[src/rtl/cp0_pkg.sv]
// Shared CP0 definitions: register numbers, exception codes, Status/Cause layouts
// and the software write masks.
package cp0_pkg;

  localparam logic [4:0] CP0_BADVADDR = 5'd8;
  localparam logic [4:0] CP0_COUNT    = 5'd9;
  localparam logic [4:0] CP0_COMPARE  = 5'd11;
  localparam logic [4:0] CP0_STATUS   = 5'd12;
  localparam logic [4:0] CP0_CAUSE    = 5'd13;
  localparam logic [4:0] CP0_EPC      = 5'd14;

  typedef enum logic [4:0] {
    INT  = 5'd0,
    ADEL = 5'd4,
    ADES = 5'd5,
    SYS  = 5'd8,
    BP   = 5'd9,
    RI   = 5'd10,
    OV   = 5'd12
  } exccode_t;

  typedef struct packed {
    logic [8:0] rsvd_hi;
    logic       bev;
    logic [5:0] rsvd_mid;
    logic [7:0] im;
    logic [5:0] rsvd_lo;
    logic       exl;
    logic       ie;
  } cp0_status_t;

  typedef struct packed {
    logic        bd;
    logic        ti;
    logic [13:0] rsvd_hi;
    logic [7:0]  ip;
    logic        rsvd_mid;
    logic [4:0]  exc_code;
    logic [1:0]  rsvd_lo;
  } cp0_cause_t;

  localparam logic [31:0] STATUS_WMASK = 32'h0000_FF03;
  localparam logic [31:0] CAUSE_WMASK  = 32'h0000_0300;
  localparam logic [31:0] STATUS_RESET = 32'h0040_0000;

  function automatic logic [31:0] apply_wmask(input logic [31:0] cur,
                                              input logic [31:0] wdata,
                                              input logic [31:0] mask);
    return (cur & ~mask) | (wdata & mask);
  endfunction

  // Only address errors carry a meaningful faulting address.
  function automatic logic is_addr_exc(input logic [4:0] code);
    return (code == ADEL) || (code == ADES);
  endfunction

endpackage

[src/rtl/cp0_regs_timer.sv]
// Count/Compare timer: Count advances every second clock; TI (only when
// CP0_TIMER_INT_EN is defined) latches on Count==Compare until Compare is written.
module cp0_timer (
  input  logic        clk,
  input  logic        reset,
  input  logic        count_we,
  input  logic        compare_we,
  input  logic [31:0] wr_data,
  input  logic [31:0] compare_next,
  output logic [31:0] count,
  output logic        ti
);

  logic [31:0] count_reg, count_next;
  logic        toggle_reg, toggle_next;

  always_comb begin
    count_next  = count_reg;
    toggle_next = ~toggle_reg;
    if (count_we) begin
      count_next  = wr_data;
      toggle_next = 1'b0;
    end else if (toggle_reg) begin
      count_next = count_reg + 32'd1;
    end
  end

  always_ff @(posedge clk) begin
    if (reset) begin
      count_reg  <= '0;
      toggle_reg <= 1'b0;
    end else begin
      count_reg  <= count_next;
      toggle_reg <= toggle_next;
    end
  end

  assign count = count_reg;

`ifdef CP0_TIMER_INT_EN
  logic ti_reg, ti_next;

  // A Compare write acknowledges the interrupt and beats a coincident match.
  always_comb begin
    ti_next = ti_reg;
    if (count_next == compare_next) ti_next = 1'b1;
    if (compare_we)                 ti_next = 1'b0;
  end

  always_ff @(posedge clk) begin
    if (reset) ti_reg <= 1'b0;
    else       ti_reg <= ti_next;
  end

  assign ti = ti_reg;
`else
  logic unused_timer_inputs;
  assign unused_timer_inputs = ^{compare_we, compare_next};
  assign ti = 1'b0;
`endif

endmodule

[src/rtl/cp0_regs.sv]
// CP0 register file: MTC0/MFC0, exception and ERET commit, fetch redirect and
// interrupt-pending. Timer interrupt is enabled by defining CP0_TIMER_INT_EN.
module cp0_regs
  import cp0_pkg::*;
#(
  parameter logic [31:0] EXC_VECTOR = 32'hBFC0_0380
) (
  input  logic        clk,
  input  logic        reset,
  input  logic        wr_valid,
  input  logic [4:0]  wr_id,
  input  logic [31:0] wr_data,
  input  logic [4:0]  rd_id,
  output logic [31:0] rd_data,
  input  logic        exc_valid,
  input  logic [4:0]  exc_code,
  input  logic [31:0] exc_pc,
  input  logic        exc_bd,
  input  logic [31:0] exc_badvaddr,
  input  logic        eret_valid,
  input  logic [5:0]  ext_int,
  output logic        redirect,
  output logic [31:0] redirect_pc,
  output logic        int_pending
);

  cp0_status_t status_reg, status_wr, status_next;
  cp0_cause_t  cause_reg, cause_view, cause_wr, cause_next;
  logic [31:0] epc_reg, epc_wr, epc_next;
  logic [31:0] badvaddr_reg, badvaddr_next;
  logic [31:0] compare_reg, compare_next;
  logic [31:0] count, count_wr;
  logic        ti;
  logic        wr_count, wr_compare, wr_status, wr_cause, wr_epc;

  assign wr_count   = wr_valid && (wr_id == CP0_COUNT);
  assign wr_compare = wr_valid && (wr_id == CP0_COMPARE);
  assign wr_status  = wr_valid && (wr_id == CP0_STATUS);
  assign wr_cause   = wr_valid && (wr_id == CP0_CAUSE);
  assign wr_epc     = wr_valid && (wr_id == CP0_EPC);

  cp0_timer u_timer (
    .clk          (clk),
    .reset        (reset),
    .count_we     (wr_count),
    .compare_we   (wr_compare),
    .wr_data      (wr_data),
    .compare_next (compare_next),
    .count        (count),
    .ti           (ti)
  );

  // Architectural view of each register with this cycle's MTC0 folded in.
  always_comb begin
    status_wr = status_reg;
    if (wr_status) status_wr = cp0_status_t'(apply_wmask(status_reg, wr_data, STATUS_WMASK));
    status_wr.bev = 1'b1;

    cause_view       = cause_reg;
    cause_view.ti    = ti;
    cause_view.ip[7] = cause_reg.ip[7] | ti;

    cause_wr = cause_view;
    if (wr_cause) cause_wr = cp0_cause_t'(apply_wmask(cause_view, wr_data, CAUSE_WMASK));

    epc_wr       = wr_epc     ? wr_data : epc_reg;
    compare_next = wr_compare ? wr_data : compare_reg;
    count_wr     = wr_count   ? wr_data : count;
  end

  // Exception/ERET commit on top of the MTC0 result; the older writeback loses.
  always_comb begin
    status_next   = status_wr;
    cause_next    = cause_reg;
    epc_next      = epc_wr;
    badvaddr_next = badvaddr_reg;

    if (wr_cause) cause_next = cp0_cause_t'(apply_wmask(cause_reg, wr_data, CAUSE_WMASK));
    cause_next.ip[7:2] = ext_int;
    cause_next.ti      = 1'b0;

    if (exc_valid) begin
      if (!status_wr.exl) begin
        epc_next      = exc_bd ? (exc_pc - 32'd4) : exc_pc;
        cause_next.bd = exc_bd;
      end
      cause_next.exc_code = exc_code;
      status_next.exl     = 1'b1;
      if (is_addr_exc(exc_code)) badvaddr_next = exc_badvaddr;
    end else if (eret_valid) begin
      status_next.exl = 1'b0;
    end
  end

  always_ff @(posedge clk) begin
    if (reset) begin
      status_reg   <= cp0_status_t'(STATUS_RESET);
      cause_reg    <= '0;
      epc_reg      <= '0;
      badvaddr_reg <= '0;
      compare_reg  <= '0;
    end else begin
      status_reg   <= status_next;
      cause_reg    <= cause_next;
      epc_reg      <= epc_next;
      badvaddr_reg <= badvaddr_next;
      compare_reg  <= compare_next;
    end
  end

  always_comb begin
    case (rd_id)
      CP0_BADVADDR: rd_data = badvaddr_reg;
      CP0_COUNT:    rd_data = count_wr;
      CP0_COMPARE:  rd_data = compare_next;
      CP0_STATUS:   rd_data = status_wr;
      CP0_CAUSE:    rd_data = cause_wr;
      CP0_EPC:      rd_data = epc_wr;
      default:      rd_data = '0;
    endcase
  end

  assign redirect    = exc_valid | eret_valid;
  assign redirect_pc = exc_valid ? EXC_VECTOR : epc_wr;

  assign int_pending = status_reg.ie & ~status_reg.exl & (|(status_reg.im & cause_view.ip));

endmodule
[config.mk]
export PLATFORM = sky130hd
export DESIGN_NAME = cp0_regs
export DESIGN_NICKNAME = d
export VERILOG_FILES = /design/src/rtl/cp0_pkg.sv /design/src/rtl/cp0_regs_timer.sv /design/src/rtl/cp0_regs.sv
export SDC_FILE = /design/constraint.sdc
export NUM_CORES = 1
export LEC_CHECK = 0
export BUFFER_PORTS_ARGS = -buffer_cell sky130_fd_sc_hd__buf_4
export CAP_MARGIN = 20
export CORE_AREA = 2 2 109 137
export DETAILED_ROUTE_END_ITERATION = 8
export DIE_AREA = 0 0 111 139
export PLACE_DENSITY_LB_ADDON = 0.1
export REMOVE_ABC_BUFFERS = 1
export SYNTH_ARGS = -nofsm -noshare
export SYNTH_HDL_FRONTEND = slang
export SYNTH_SLANG_ARGS = --single-unit
[constraint.sdc]
create_clock -name clk -period 4.35 [get_ports clk]
set_input_delay 0.2175 -clock clk [delete_from_list [all_inputs] [get_ports clk]]
set_output_delay 0.2175 -clock clk [all_outputs]
set_load 0.01 [all_outputs]
==> results_dict.tcl, run 1 <==
set metrics [dict create \
    status "completed" \
    yosysSeqAreaShare_pct 37.26 \
    core_um2 14160 \
    tritoncts.num_buffers 17 \
    overflow 0 \
    fin_area_um2 10320 \
    slowest_stage "and3_2" \
    cts_tree "yes" \
    rrSetupSlack_ns 2.16 \
    worst_hold_path_type "input port to flip-flop" \
    drv_cap 0 \
    crit_buf_inv 3 \
    grt_max_degree 74 \
    avgSynthCellArea_um2 8.405 \
    cts_sinks 153 \
    placementRows 49 \
    hold_viol 0 \
    die-area_um2 15430 \
    skew_ns 0.004914 \
    hpwl_um 16710 \
    yosys_register_bits 153 \
    clkSlewWorstSetupHoldPaths_ns 0.06 \
    place_congestion 0.8924 \
    nFillCells 1163 \
    crit_type "input port to output port" \
    async_reset_ff_share_pct 0 \
    cts.path.max_buffers 2 \
    synthCells 978 \
    area_growth_pct 25.54 \
    ant_nets 0 \
    max_stage_delay_ns 0.75 \
    path_cells "buf_4 > nor4bb_1 > and3_2 > buf_4 > mux2i_1 > o22ai_1 > a211o_1 > buf_4" \
    peakVddDrop_uv 283.2 \
    n_antenna_cell 0 \
    yosysWarnings 0 \
    slew_viol_final 0 \
    cp_top_family "simple AND/OR/NAND/NOR gates" \
    wl_per_cell_um 18.94 \
    track_usage_pct 31.62 \
    end_kind "output port" \
    path_common_cell "buf_4" \
    grt_pass1_vias 7630 \
    synth_cell_types 60 \
    first_pass_iters 5 \
    drt_drc_violations_left 0 \
    cts_root_buffer "clkbuf_16" \
    dpl-instance-area_um2 9658 \
    avgViaCountPerCell 6.110 \
    io-pin-count 189 \
    drt-total-wl_um 24930 \
    synth_edf_count 0 \
    worstPathMaxFanout 21 \
    slew_headroom_pct 34.86 \
    layout_min_cycle_time_ns 2.980 \
    htree_levels 4 \
    final_nets 1251 \
    syn_area_um2 8220 \
    initial_core_util_pct 58.04 \
    post_cts_buffers 0 \
    period_share_pct 68.51 \
    setup_viol 0 \
    startpoint_type "input port" \
    worst-slew-pin-transition_ns 0.9772 \
    route.vias.total 8041 \
    antenna_found_initial 0 \
    drive_gt1_share_pct 22.23 \
    drt_iter0_drc 643 \
    p_leak_nw 4.080 \
    die_y_um 139 \
    clk_latency_ns 0.43 \
    dieWidth_um 111 \
    required_ns 4.13 \
    rsz0062_at_grt "false" \
    grt_first_pass_wirelength_um 39520 \
    fmax_mhz 335.6 \
    fin_hold_ws_ns 0.01922 \
    powerDensity_nw_per_um2 329.4 \
    setup_tns_ns 0 \
    cp.arrival_ns 2.76 \
    ys.flop_type "dfxtp_1" \
    port-buffer-count 188 \
]
area by class of cell:
cell class              count  area (um2)  area share [%]
clock buffers              20       466.7           4.522
clock inverters            11       145.1           1.406
inverters                   5       18.77          0.1819
multi-input cells         743        4845           46.94
flip-flops and latches    153        3063           29.68
well taps                 178       222.7           2.158
repair buffers            206        1559           15.11
worst paths after layout:
check / from / end / depth (start not counted)
max: wr_id[4] / rd_data[0] / 8
min: ext_int[3] / cause_reg[13]$_SDFF_PP0_ / 2
max reg2reg: u_timer.count[2]$_SDFFE_PP0P_ / u_timer.count[29]$_SDFFE_PP0P_ / 5
min reg2reg: badvaddr_reg[22]$_SDFFE_PP0P_ / badvaddr_reg[22]$_SDFFE_PP0P_ / 2
synth_stat cells, drive strengths merged, types with 13 or more instances:
cell type | instances | area share [%]
xnor2 | 18 | 1.9
a211o | 17 | 1.8
clkbuf | 63 | 2.9
xor2 | 35 | 3.7
o21ai | 13 | 0.79
mux2i | 105 | 13
nand3 | 18 | 1.1
buf | 14 | 0.94
dfxtp | 153 | 37
a211oi | 43 | 3.9
a21oi | 58 | 3.5
nand4 | 15 | 1.4
nor2 | 136 | 6.2
o22ai | 29 | 2.2
nand2 | 105 | 4.8
stage by stage:
stage,setup slack (ns),instances,power [mW],utilization [%]
after detailed placement,1.443,1280,1.886,68.20
final,1.370,1316,3.399,72.87
after floorplan,0.9184,901,1.653,-
after global placement,1.468,1280,1.880,68.20
after global routing,1.258,1316,3.501,72.87
after CTS,1.418,1316,3.408,72.87
cell usage in the layout (no fill, tap or decap), types with 12 or more instances in the layout:
master,Yosys,layout
o22ai_1,29,29
nor2_1,136,136
a21oi_1,58,58
clkbuf_16,0,17
buf_4,1,201
nand4_1,13,13
nand2b_1,12,12
a22oi_1,12,12
a211oi_1,43,43
mux2i_1,105,104
xnor2_1,18,18
o21ai_0,13,13
nand3_1,18,18
dfxtp_1,153,153
a211o_1,17,17
xor2_1,35,35
nand2_1,104,104
repair_timing:
action / in CTS / in global routing
hold endpoints to repair: 5 / 0
hold buffers: 5 / 0
resized for setup: 0 / 0
power breakdown:
part | leakage [nW] | switching (mW) | internal, mW
clock network | 0.294 | 0.591 | 0.944
logic | 2.54 | 0.213 | 0.184
registers | 1.25 | 0.0224 | 1.45
total | 4.08 | 0.826 | 2.57
kinds of logic after synthesis:
kind of cell / count (synthesis) / share of synthesized area (%)
and+or+nand+nor: 368 / 21.83
AOI/OAI and AO/OA: 212 / 17.70
DFF: 153 / 37.26
muxes: 108 / 13.20
buffers and inverters: 82 / 4.064
xor gates and xnor gates: 53 / 5.647
adders and majority gates: 2 / 0.3044
routing by layer:
metal | share of wire, % | GRT usage (%)
met5 | 0 | 0
met4 | 2.6 | 12.04
met3 | 6.7 | 6.250
met2 | 48 | 51.82
met1 | 43 | 41.28
No activity file was read; power rests on OpenSTA's default activity.
==> run 2: changes to the inputs <==
CORE_AREA = 2 2 119 150   (was 2 2 109 137)
DIE_AREA = 0 0 121 152   (was 0 0 111 139)
clock period = 2.55 ns   (was 4.35 ns; I/O delays follow)
==> results_dict.tcl, run 2 (synthesis gave the netlist of run 1 again) <==
set metrics [dict create \
    p_leak_nw 4.470 \
    port-buffer-count 188 \
    slew_viol_final 0 \
    placementRows 54 \
    status "completed" \
    wl_per_cell_um 18.19 \
    nFillCells 1511 \
    rr_startpoint "u_timer.count[2]$_SDFFE_PP0P_" \
    required_ns 2.42 \
    cp.arrival_ns 2.15 \
    layout_common_cells "buf_4, dfxtp_1, nor2_1" \
    grt_pass1_vias 7925 \
    power_mw 5.754 \
    drive_gt1_share_pct 22.92 \
    final_nets 1339 \
    overflow 0 \
    io-pin-count 189 \
    area_growth_pct 36.35 \
    grt_util_met2_pct 46.60 \
    tritoncts.num_buffers 17 \
    dpl.cell_count 1356 \
    fin_hold_ws_ns 0.005765 \
    grt.busiest_layer "met2" \
    htree_levels 4 \
    whs_endpoint "compare_reg[6]$_SDFF_PP0_" \
    die-area_um2 18390 \
    period_share_pct 89.13 \
    drt_iter0_drc 537 \
    crit_path_start "wr_id[4]" \
    track_usage_pct 28.65 \
    clk_latency_ns 0.43 \
    route.vias.total 8093 \
    regToRegEndpoint "u_timer.count[29]$_SDFFE_PP0P_" \
    end_kind "output port" \
    drt-total-wl_um 26380 \
    drt_drc_violations_left 0 \
    powerDensity_nw_per_um2 513.3 \
    met1_usage_pct 38.08 \
    cts_sinks 153 \
    hold_viol 0 \
    layout.cells.most_common "buf_4" \
    min_path_cells 3 \
    startpoint_type "input port" \
    hpwl_um 17800 \
    setup_viol 0 \
    grtUsageMet3_pct 5.405 \
    layout_min_cycle_time_ns 2.273 \
    cts.path.max_buffers 2 \
    fmax_mhz 440.0 \
    worst_hold_path_type "input port to flip-flop" \
    antenna_found_initial 0 \
    crit_type "input port to output port" \
    rsz0062_at_grt "false" \
    initial_core_util_pct 48.09 \
    clkSlewWorstSetupHoldPaths_ns 0.06 \
    core_um2 17090 \
    skew_ns 0.007627 \
    worst-slew-pin-transition_ns 0.7311 \
    ant_nets 0 \
    slew_headroom_pct 51.26 \
    place_congestion 0.8586 \
    die_y_um 152 \
    reg2reg_depth 6 \
    dieWidth_um 121 \
    setup_tns_ns 0 \
    rrSetupSlack_ns 0.60 \
    grt_first_pass_wirelength_um 41840 \
    avgViaCountPerCell 5.581 \
    peakVddDrop_uv 460.4 \
    grt_max_degree 69 \
    cts_resized 0 \
    cts_tree "yes" \
    drv_cap 0 \
    holdCritStartpoint "wr_data[6]" \
    first_pass_iters 5 \
    n_antenna_cell 0 \
    worstPathMaxFanout 11 \
    fin_cells 1450 \
    cts_root_buffer "clkbuf_16" \
]
## run 2: changes by cell type in the layout (fill, tap and decap cells not counted), sizes merged
| cell | previous run | this run |
|---|---|---|
| dlygate4sd3 | 5 | 63 |
| buf | 201 | 231 |
| clkinv | 4 | 7 |
| bufinv | 3 | 2 |
| clkbuf | 20 | 19 |
| inv | 6 | 5 |
## run 2: area by class of cell
cell class / instances / area [um2] / area share, %
clock inverters: 12 / 128.9 / 1.150
repair buffers: 294 / 2440 / 21.77
well taps: 224 / 280.3 / 2.501
clock buffers: 19 / 432.9 / 3.862
multi-input cells: 743 / 4845 / 43.22
flip-flops and latches: 153 / 3063 / 27.33
inverters: 5 / 18.77 / 0.1674
## run 2: worst max-delay path by stage
stage / endpoint / slack (ns) / cells after the start
CTS: rd_data[26] / 0.27 / 8
detailed placement: rd_data[26] / 0.28 / 8
global placement: rd_data[14] / 0.29 / 7
floorplan: rd_data[11] / -0.70 / 5
finish: rd_data[26] / 0.28 / 8
global route: rd_data[28] / 0.04 / 8
## run 2: critical path: stages
cell and delay [ns]:
buf_4 0.11, nor4bb_1 0.44, and3b_2 0.37, buf_4 0.29, mux2i_1 0.27, o22ai_1 0.10, a211o_1 0.28, buf_4 0.14
## run 2: routing by layer
metal,wire length (um),vias to the layer above
met5,0,-
met4,567,0
met3,1342,45
met2,12540,232
met1,11920,3833
li1,-,3983
## run 2: repair_timing
action / in CTS / in global routing
buffers inserted: 0 / 0
hold endpoints to repair: 67 / 0
hold buffers: 63 / 0
## run 2: through the flow
step,cell area [um2],setup WS (ns),util [%]
floorplan,7905,-0.7016,-
global placement,10020,0.2872,58.59
detailed placement,10020,0.2810,58.59
CTS,11210,0.2687,65.57
global route,11210,0.03766,65.57
finish,11210,0.2772,65.57
## run 2: power by group
part / switching [mW] / internal, mW
clock: 1.03 / 1.43
sequential: 0.0378 / 2.47
combinational: 0.390 / 0.404
total: 1.45 / 4.30
==> run 3: changes to the inputs <==
==> constraint.sdc (replaced) <==
create_clock -name clk -period 2.55 [get_ports clk]
set_input_delay 0.255 -clock clk [delete_from_list [all_inputs] [get_ports clk]]
set_output_delay 0.255 -clock clk [all_outputs]
set_load 0.01 [all_outputs]
==> results_dict.tcl, run 3 (synthesis gave the netlist of run 1 again) <==
set metrics [dict create \
    htree_levels 4 \
    cts_sinks 153 \
    worstPathMaxFanout 12 \
    track_usage_pct 28.52 \
    setup_viol 0 \
    ant_nets 0 \
    required_ns 2.30 \
    slew_viol_final 0 \
    layout.cells.most_common "buf_4" \
    cp_top_family "buffers and inverters" \
    grt_first_pass_wirelength_um 41560 \
    slew_headroom_pct 56.51 \
    fmax_mhz 414.6 \
    cts_tree "yes" \
    cp.arrival_ns 2.16 \
    drt-total-wl_um 26340 \
    crit_buf_inv 4 \
    max_stage_delay_ns 0.31 \
    min_path_cells 2 \
    p_leak_nw 4.327 \
    drt_drc_violations_left 0 \
    avgViaCountPerCell 5.732 \
    crit_type "input port to output port" \
    crit_cells 9 \
    overflow 0 \
    final.setup.worst_slack_ns 0.1379 \
    powerDensity_nw_per_um2 546.7 \
    fin_area_um2 10800 \
    status "completed" \
    reg2reg_depth 6 \
    n_antenna_cell 0 \
    slowest_stage "nor3b_4" \
    dp_slack_ns 0.1392 \
    route.vias.total 8031 \
    port-buffer-count 188 \
    drt_iter0_drc 646 \
    grt_max_degree 72 \
    final_nets 1289 \
    die_y_um 152 \
    dpl-instance-area_um2 10140 \
    cts_root_buffer "clkbuf_16" \
    end_kind "output port" \
    rsz0062_at_grt "false" \
    grt_pass1_vias 7741 \
    layout_min_cycle_time_ns 2.412 \
    cts-hold-fix-buffers 0 \
    worst_hold_path_type "input port to flip-flop" \
    core_um2 17090 \
    initial_core_util_pct 48.09 \
    layout_common_cells "buf_4, dfxtp_1, nor2_1" \
    area_growth_pct 31.40 \
    io-pin-count 189 \
    worst-slew-pin-transition_ns 0.6523 \
    tritoncts.num_buffers 17 \
    wl_per_cell_um 18.80 \
    cts.path.max_buffers 2 \
    dieWidth_um 121 \
    die-area_um2 18390 \
    path_common_cell "buf_4" \
    first_pass_iters 6 \
    drv_cap 0 \
    place_congestion 0.8941 \
    clk_latency_ns 0.43 \
    nFillCells 1534 \
    period_share_pct 94.59 \
    hold_viol 0 \
    path_cells "buf_4 > nand4b_1 > nor3b_4 > buf_12 > buf_4 > mux2i_1 > o22ai_1 > a211o_1 > buf_4" \
    placementRows 54 \
    antenna_found_initial 0 \
    drive_gt1_share_pct 25.40 \
    peakVddDrop_uv 439.2 \
    skew_ns 0.01216 \
    clkSlewWorstSetupHoldPaths_ns 0.06 \
    hpwl_um 18680 \
    startpoint_type "input port" \
]
[run 3: worst paths after layout]
path	from	end	slack (ns)
max	wr_id[4]	rd_data[30]	0.14
min	ext_int[0]	cause_reg[10]$_SDFF_PP0_	0.03
max reg2reg	u_timer.count[2]$_SDFFE_PP0P_	u_timer.count[29]$_SDFFE_PP0P_	0.53
min reg2reg	badvaddr_reg[28]$_SDFFE_PP0P_	badvaddr_reg[28]$_SDFFE_PP0P_	0.46
[run 3: per-stage QoR]
stage,util (%),TNS [ns],instances,total power [mW],hold slack (ns)
floorplan,-,-65.17,901,2.821,0.3212
global placement,59.30,0,1367,3.270,0.4431
CTS,62.92,0,1399,5.911,0.02571
detailed placement,59.30,0,1367,3.275,0.4483
global route,63.19,0,1401,6.088,0.03400
finish,63.19,0,1401,5.906,0.03465
[run 3: cell type report]
type / count / area [um2] / share of cell area [%]
multi-input cells: 743 / 4858 / 44.98
clock buffers: 20 / 456.7 / 4.228
flip-flops and latches: 153 / 3063 / 28.36
clock inverters: 12 / 162.7 / 1.506
repair buffers: 244 / 1962 / 18.16
well taps: 224 / 280.3 / 2.595
inverters: 5 / 18.77 / 0.1738
[run 3: where the power goes]
part | internal (mW) | switching (mW) | total (mW)
Sequential | 2.47 | 0.0398 | 2.50
Combinational | 0.350 | 0.378 | 0.728
Clock | 1.60 | 1.07 | 2.67
[run 3: layer usage]
metal	global-route usage, %	vias up	wire, um
li1	-	3882	-
met4	7.973	0	369
met5	0	-	0
met1	39.48	3863	11920
met3	4.242	27	1374
met2	46.04	259	12680
[run 3: timing repair]
action | in CTS | in global routing
setup endpoints to repair | 0 | 10
gates resized for setup | 0 | 3
buffers inserted | 0 | 1
